**src/rtl/fifo_write_arbiter.sv**
```systemverilog
// Round-robin arbiter sharing one byte-FIFO write port with glitch-free strobe.
// Optional stall counter output enabled by FIFO_WRITE_ARBITER_STATS_EN.
module fifo_write_arbiter #(
  parameter int N_REQ = 4,
  parameter int ID_W  = 2
) (
  input  logic               i_clock,
  input  logic               i_reset,
  input  logic [N_REQ-1:0]   i_request,
  input  logic [N_REQ*8-1:0] i_data,
  output logic [N_REQ-1:0]   o_ack,
  input  logic               i_fifo_full,
  output logic               o_fifo_write,
  output logic [7:0]         o_fifo_wdata,
  output logic               o_busy,
  output logic [ID_W-1:0]    o_grant_id
`ifdef FIFO_WRITE_ARBITER_STATS_EN
  ,
  output logic [31:0]        o_stall_count
`endif
);

  typedef enum logic [1:0] {
    IDLE,
    SETUP,
    STROBE,
    ACK
  } state_t;

  state_t           state_q, state_d;
  logic [ID_W-1:0]  ptr_q, ptr_d;
  logic [ID_W-1:0]  gid_q, gid_d;
  logic [7:0]       wdata_q, wdata_d;
  logic             write_q, write_d;
  logic [N_REQ-1:0] ack_q, ack_d;

  logic [ID_W-1:0]  cand [N_REQ];
  logic             pick_found;
  logic [ID_W-1:0]  pick_id;
  logic [7:0]       pick_data;

  // Candidates in priority order: ptr+1, ptr+2, ... wrapping modulo N_REQ
  always_comb begin
    for (int i = 0; i < N_REQ; i++) begin
      cand[i] = ID_W'((int'(ptr_q) + i + 1) % N_REQ);
    end
  end

  always_comb begin
    pick_found = 1'b0;
    pick_id    = '0;
    for (int i = 0; i < N_REQ; i++) begin
      if (!pick_found && i_request[cand[i]]) begin
        pick_found = 1'b1;
        pick_id    = cand[i];
      end
    end
    pick_data = i_data[{pick_id, 3'b000} +: 8];
  end

  always_comb begin
    state_d = state_q;
    ptr_d   = ptr_q;
    gid_d   = gid_q;
    wdata_d = wdata_q;
    write_d = 1'b0;
    ack_d   = '0;
    unique case (state_q)
      IDLE: begin
        if (pick_found && !i_fifo_full) begin
          gid_d   = pick_id;
          wdata_d = pick_data;
          state_d = SETUP;
        end
      end
      SETUP: begin
        write_d = 1'b1;
        state_d = STROBE;
      end
      STROBE: begin
        ack_d[gid_q] = 1'b1;
        state_d      = ACK;
      end
      ACK: begin
        ptr_d   = gid_q;
        state_d = IDLE;
      end
      default: state_d = IDLE;
    endcase
  end

  always_ff @(posedge i_clock) begin
    if (!i_reset) begin
      state_q <= IDLE;
      ptr_q   <= ID_W'(N_REQ - 1);
      gid_q   <= '0;
      wdata_q <= '0;
      write_q <= 1'b0;
      ack_q   <= '0;
    end else begin
      state_q <= state_d;
      ptr_q   <= ptr_d;
      gid_q   <= gid_d;
      wdata_q <= wdata_d;
      write_q <= write_d;
      ack_q   <= ack_d;
    end
  end

  assign o_fifo_write = write_q;
  assign o_ack        = ack_q;
  assign o_fifo_wdata = wdata_q;
  assign o_grant_id   = gid_q;
  assign o_busy       = (state_q != IDLE);

`ifdef FIFO_WRITE_ARBITER_STATS_EN
  logic [31:0] stall_q, stall_d;

  always_comb begin
    stall_d = stall_q;
    if (state_q == IDLE && (|i_request) && i_fifo_full
        && stall_q != 32'hFFFF_FFFF) begin
      stall_d = stall_q + 32'd1;
    end
  end

  always_ff @(posedge i_clock) begin
    if (!i_reset) begin
      stall_q <= '0;
    end else begin
      stall_q <= stall_d;
    end
  end

  assign o_stall_count = stall_q;
`endif

endmodule
```
**config.mk**
```make
export PLATFORM = sky130hd
export DESIGN_NAME = fifo_write_arbiter
export DESIGN_NICKNAME = d
export VERILOG_FILES = /design/src/rtl/fifo_write_arbiter.sv
export SDC_FILE = /design/constraint.sdc
export NUM_CORES = 1
export LEC_CHECK = 0
export ABC_CLOCK_PERIOD_IN_PS = 2930
export BUFFER_PORTS_ARGS = -buffer_cell sky130_fd_sc_hd__buf_2
export CAP_MARGIN = 0
export CORE_MARGIN = 5
export CORE_UTILIZATION = 49
export CTS_CLUSTER_DIAMETER = 30
export DETAILED_ROUTE_END_ITERATION = 10
export HOLD_SLACK_MARGIN = 0.15
export PLACE_DENSITY = 0.84
export SYNTH_ARGS = -nofsm -noshare
export SYNTH_HDL_FRONTEND = slang
export SYNTH_SLANG_ARGS = --single-unit
```
**constraint.sdc**
```tcl
create_clock -name i_clock -period 2.93 [get_ports i_clock]
set_input_delay 0.293 -clock i_clock [delete_from_list [all_inputs] [get_ports i_clock]]
set_output_delay 0.293 -clock i_clock [all_outputs]
set_load 0.03 [all_outputs]
```
==> results.toml <==
[final_layout]
syn2layout_area_growth_pct = 25.2
stdcell_count = 209
fin_nets = 226
antenna_cells = 0
drive_above_1_share_pct = 34.8
fill_cells = 206

[detailed_routing]
drc = 0
wire_per_inst_um = 12.9
vias = 1105
avgViaCountPerCell = 5.29
drt_pass1_iterations = 4
antenna_left = 0
wl_um = 2710
drt_iter0_drc = 19

[timing]
hold_viol = 0
rsz0062_at_grt = "false"
worst_clock_skew_ns = 0.0106
slew_headroom_pct = 64.6
worst_pin_slew_ns = 0.531
tns_ns = 0
fmax_mhz = 568
setup_viol = 0
fin_crit_sh_pct = 60.1
hold_ws_ns = 0.256
period_minus_slack_ns = 1.76
final_max_slew_viol_count = 0

[critical_path]
critPathMaxFanout = 8
path_class = "register to register"
cp.required_ns = 3.14
reg2regPathDepth = 6
start_kind = "register"
reg2reg_to = "o_fifo_wdata[2]"
crit_path_end_kind = "register"
cp.arrival_ns = 1.97
crit_start = "state_q[0]"
r2r-start = "state_q[0]"
regToRegSetupSlack_ns = 1.17
critical_path.endpoint = "o_fifo_wdata[2]"

[power_and_ir_drop]
ir_drop_mv = 0.429
power_switching_mw = 0.382
leakage_nw = 0.712
power_frac_comb_pct = 47.0
power.total_mw = 0.912
p_int_mw = 0.530
p_clk_share_pct = 14.0
p_sw_share_pct = 41.9
p_per_area_mw_per_mm2 = 643
seq_power_share_pct = 38.9

[global_routing]
first_global_vias = 1055
grt_overflow = 0
grt_usage_pct = 15.9
grt_max_degree = 19
antenna_found_initial = 0
grt_pass1_wl_um = 4290

[die]
io_pins = 55
start_util_pct = 51.2
die_w_um = 58.1
die_area_mm2 = 0.00337
rows = 17
core_mm2 = 0.00221
die_h_um = 58.1

[cts]
worst_skew_pair.late_latency_ns = 0.29
ctsRootBufferMaster = "clkbuf_4"
path_clk_slew_ns = 0.11
ctsHoldBuffers = 0
post_cts_buffers = 0
cts_buffers = 3
cts_resized = 0
cts.path.max_buffers = 2
clock_sink_count = 19
h-tree-depth = 1
cts_tree = "built"

[placed_design]
io_buffers = 54
dp_hpwl_um = 2230
place_congestion = 0.724
dp_cells = 205

[synth]
ys_ff_latch = 19
syn_inst = 129
async_flop_share_pct = 0
synth_fp_nets = 173
synth-edff-count = 0
synthFlopType = "dfxtp_1"
yosysTopAreaCell = "dfxtp_1"
synth_area_leaders = "dfxtp_1 34%, mux2i_1 9.7%, and4_1 7.0%"
yosysTopAreaCellShare_pct = 33.6
netlist_area_mm2 = 0.00113
synth_area_per_cell_um2 = 8.78
synth.distinct_cells = 30
yosys_warnings = 0
synth_seq_area_share_pct = 33.6

[run_status]
outcome = "complete, no violations"

[worst_hold_path]
hold_path.class = "input port to register"

[flow_run]
cap_violations = 0
## through the flow
stage	setup slack, ns	utilization (%)	area, um2
floorplan	1.34	-	1130
CTS	1.19	64.1	1420
global placement	1.27	62.9	1390
global route	1.02	64.1	1420
finish	1.17	64.1	1420
detailed placement	1.17	62.9	1390
## logic make-up (layout without fill, tap and decap cells)
group,count (synthesis),count (layout),synth area share [%]
simple gates,42,42,22.8
flops,19,19,33.6
compound gates,35,35,20.7
mux,11,11,9.72
fa+ha+maj,5,5,5.52
buf+inv,17,69,7.73
## placed cells by master, fill, tap and decap left out
cell type | netlist | final
inv_1 | 11 | 11
a21o_2 | 1 | 1
nor3_1 | 1 | 1
nor2_1 | 4 | 4
o21ai_1 | 2 | 2
clkbuf_1 | 2 | 1
nor2b_1 | 3 | 3
o21ai_0 | 8 | 8
and2_1 | 1 | 1
nor4_2 | 1 | 1
nand2_1 | 13 | 13
o211ai_1 | 8 | 8
o22ai_1 | 1 | 1
buf_2 | 0 | 54
a21oi_1 | 2 | 2
o211a_1 | 3 | 3
nor3b_1 | 2 | 2
nand2b_1 | 4 | 4
o21ai_2 | 1 | 1
and3_1 | 1 | 1
a21bo_2 | 1 | 1
dfxtp_1 | 19 | 19
nand3_1 | 1 | 1
and4_1 | 9 | 9
mux2i_1 | 11 | 11
a31oi_1 | 8 | 8
clkbuf_4 | 0 | 3
ha_1 | 5 | 5
and3_4 | 1 | 1
nor3_2 | 1 | 1
## worst min path at each step
stage	startpoint	to	slack (ns)	depth (start not counted)
floorplan	ptr_q[0]	o_grant_id[0]	0.45	2
global placement	o_fifo_wdata[3]	o_fifo_wdata[3]	0.45	2
detailed placement	o_fifo_wdata[7]	o_fifo_wdata[7]	0.47	2
CTS	i_reset	ptr_q[0]	0.25	2
global route	i_reset	ptr_q[0]	0.25	2
finish	i_reset	ptr_q[0]	0.26	2
## sequential cells by signal, indices dropped and copies added, names as in the netlist
signal        count
state_q           2
o_grant_id        2
o_fifo_write      1
ptr_q             2
o_fifo_wdata      8
o_ack             4
## routing by layer
layer | GRT usage [%] | vias up | routed length (um)
li1 | - | 576 | -
met1 | 19.2 | 489 | 1160
met4 | 8.61 | 0 | 46
met5 | 0 | - | 0
met3 | 1.78 | 6 | 166
met2 | 27.4 | 34 | 1330
## cell type report
class                   instances  area, um2  share of cell area (%)
well taps                      28       35.0                    2.47
clock buffers                   4       26.3                    1.85
multi-input cells              93        664                    46.9
flip-flops and latches         19        380                    26.8
inverters                      11       41.3                    2.91
repair buffers                 54        270                    19.1
## synth_stat cells, types with 4 or more instances
master / number
mux2i_1: 11
inv_1: 11
nand2_1: 13
ha_1: 5
o211ai_1: 8
o21ai_0: 8
nor2_1: 4
and4_1: 9
nand2b_1: 4
a31oi_1: 8
dfxtp_1: 19
## power groups by stage
stage,registers (mW),logic [mW],clock network (mW)
2_1_floorplan,0.428,0.249,0
3_3_place_gp,0.358,0.412,0
3_5_place_dp,0.360,0.430,0
4_1_cts,0.355,0.431,0.130
5_1_grt,0.361,0.466,0.145
6_report,0.355,0.429,0.128
## critical path, stage by stage (launching register included)
cell	delay, ns
dfxtp_1	0.36
inv_1	0.12
ha_1	0.19
inv_1	0.07
nor3_2	0.35
nand3_1	0.33
o211ai_1	0.26
(Power assumes the default switching activity.)
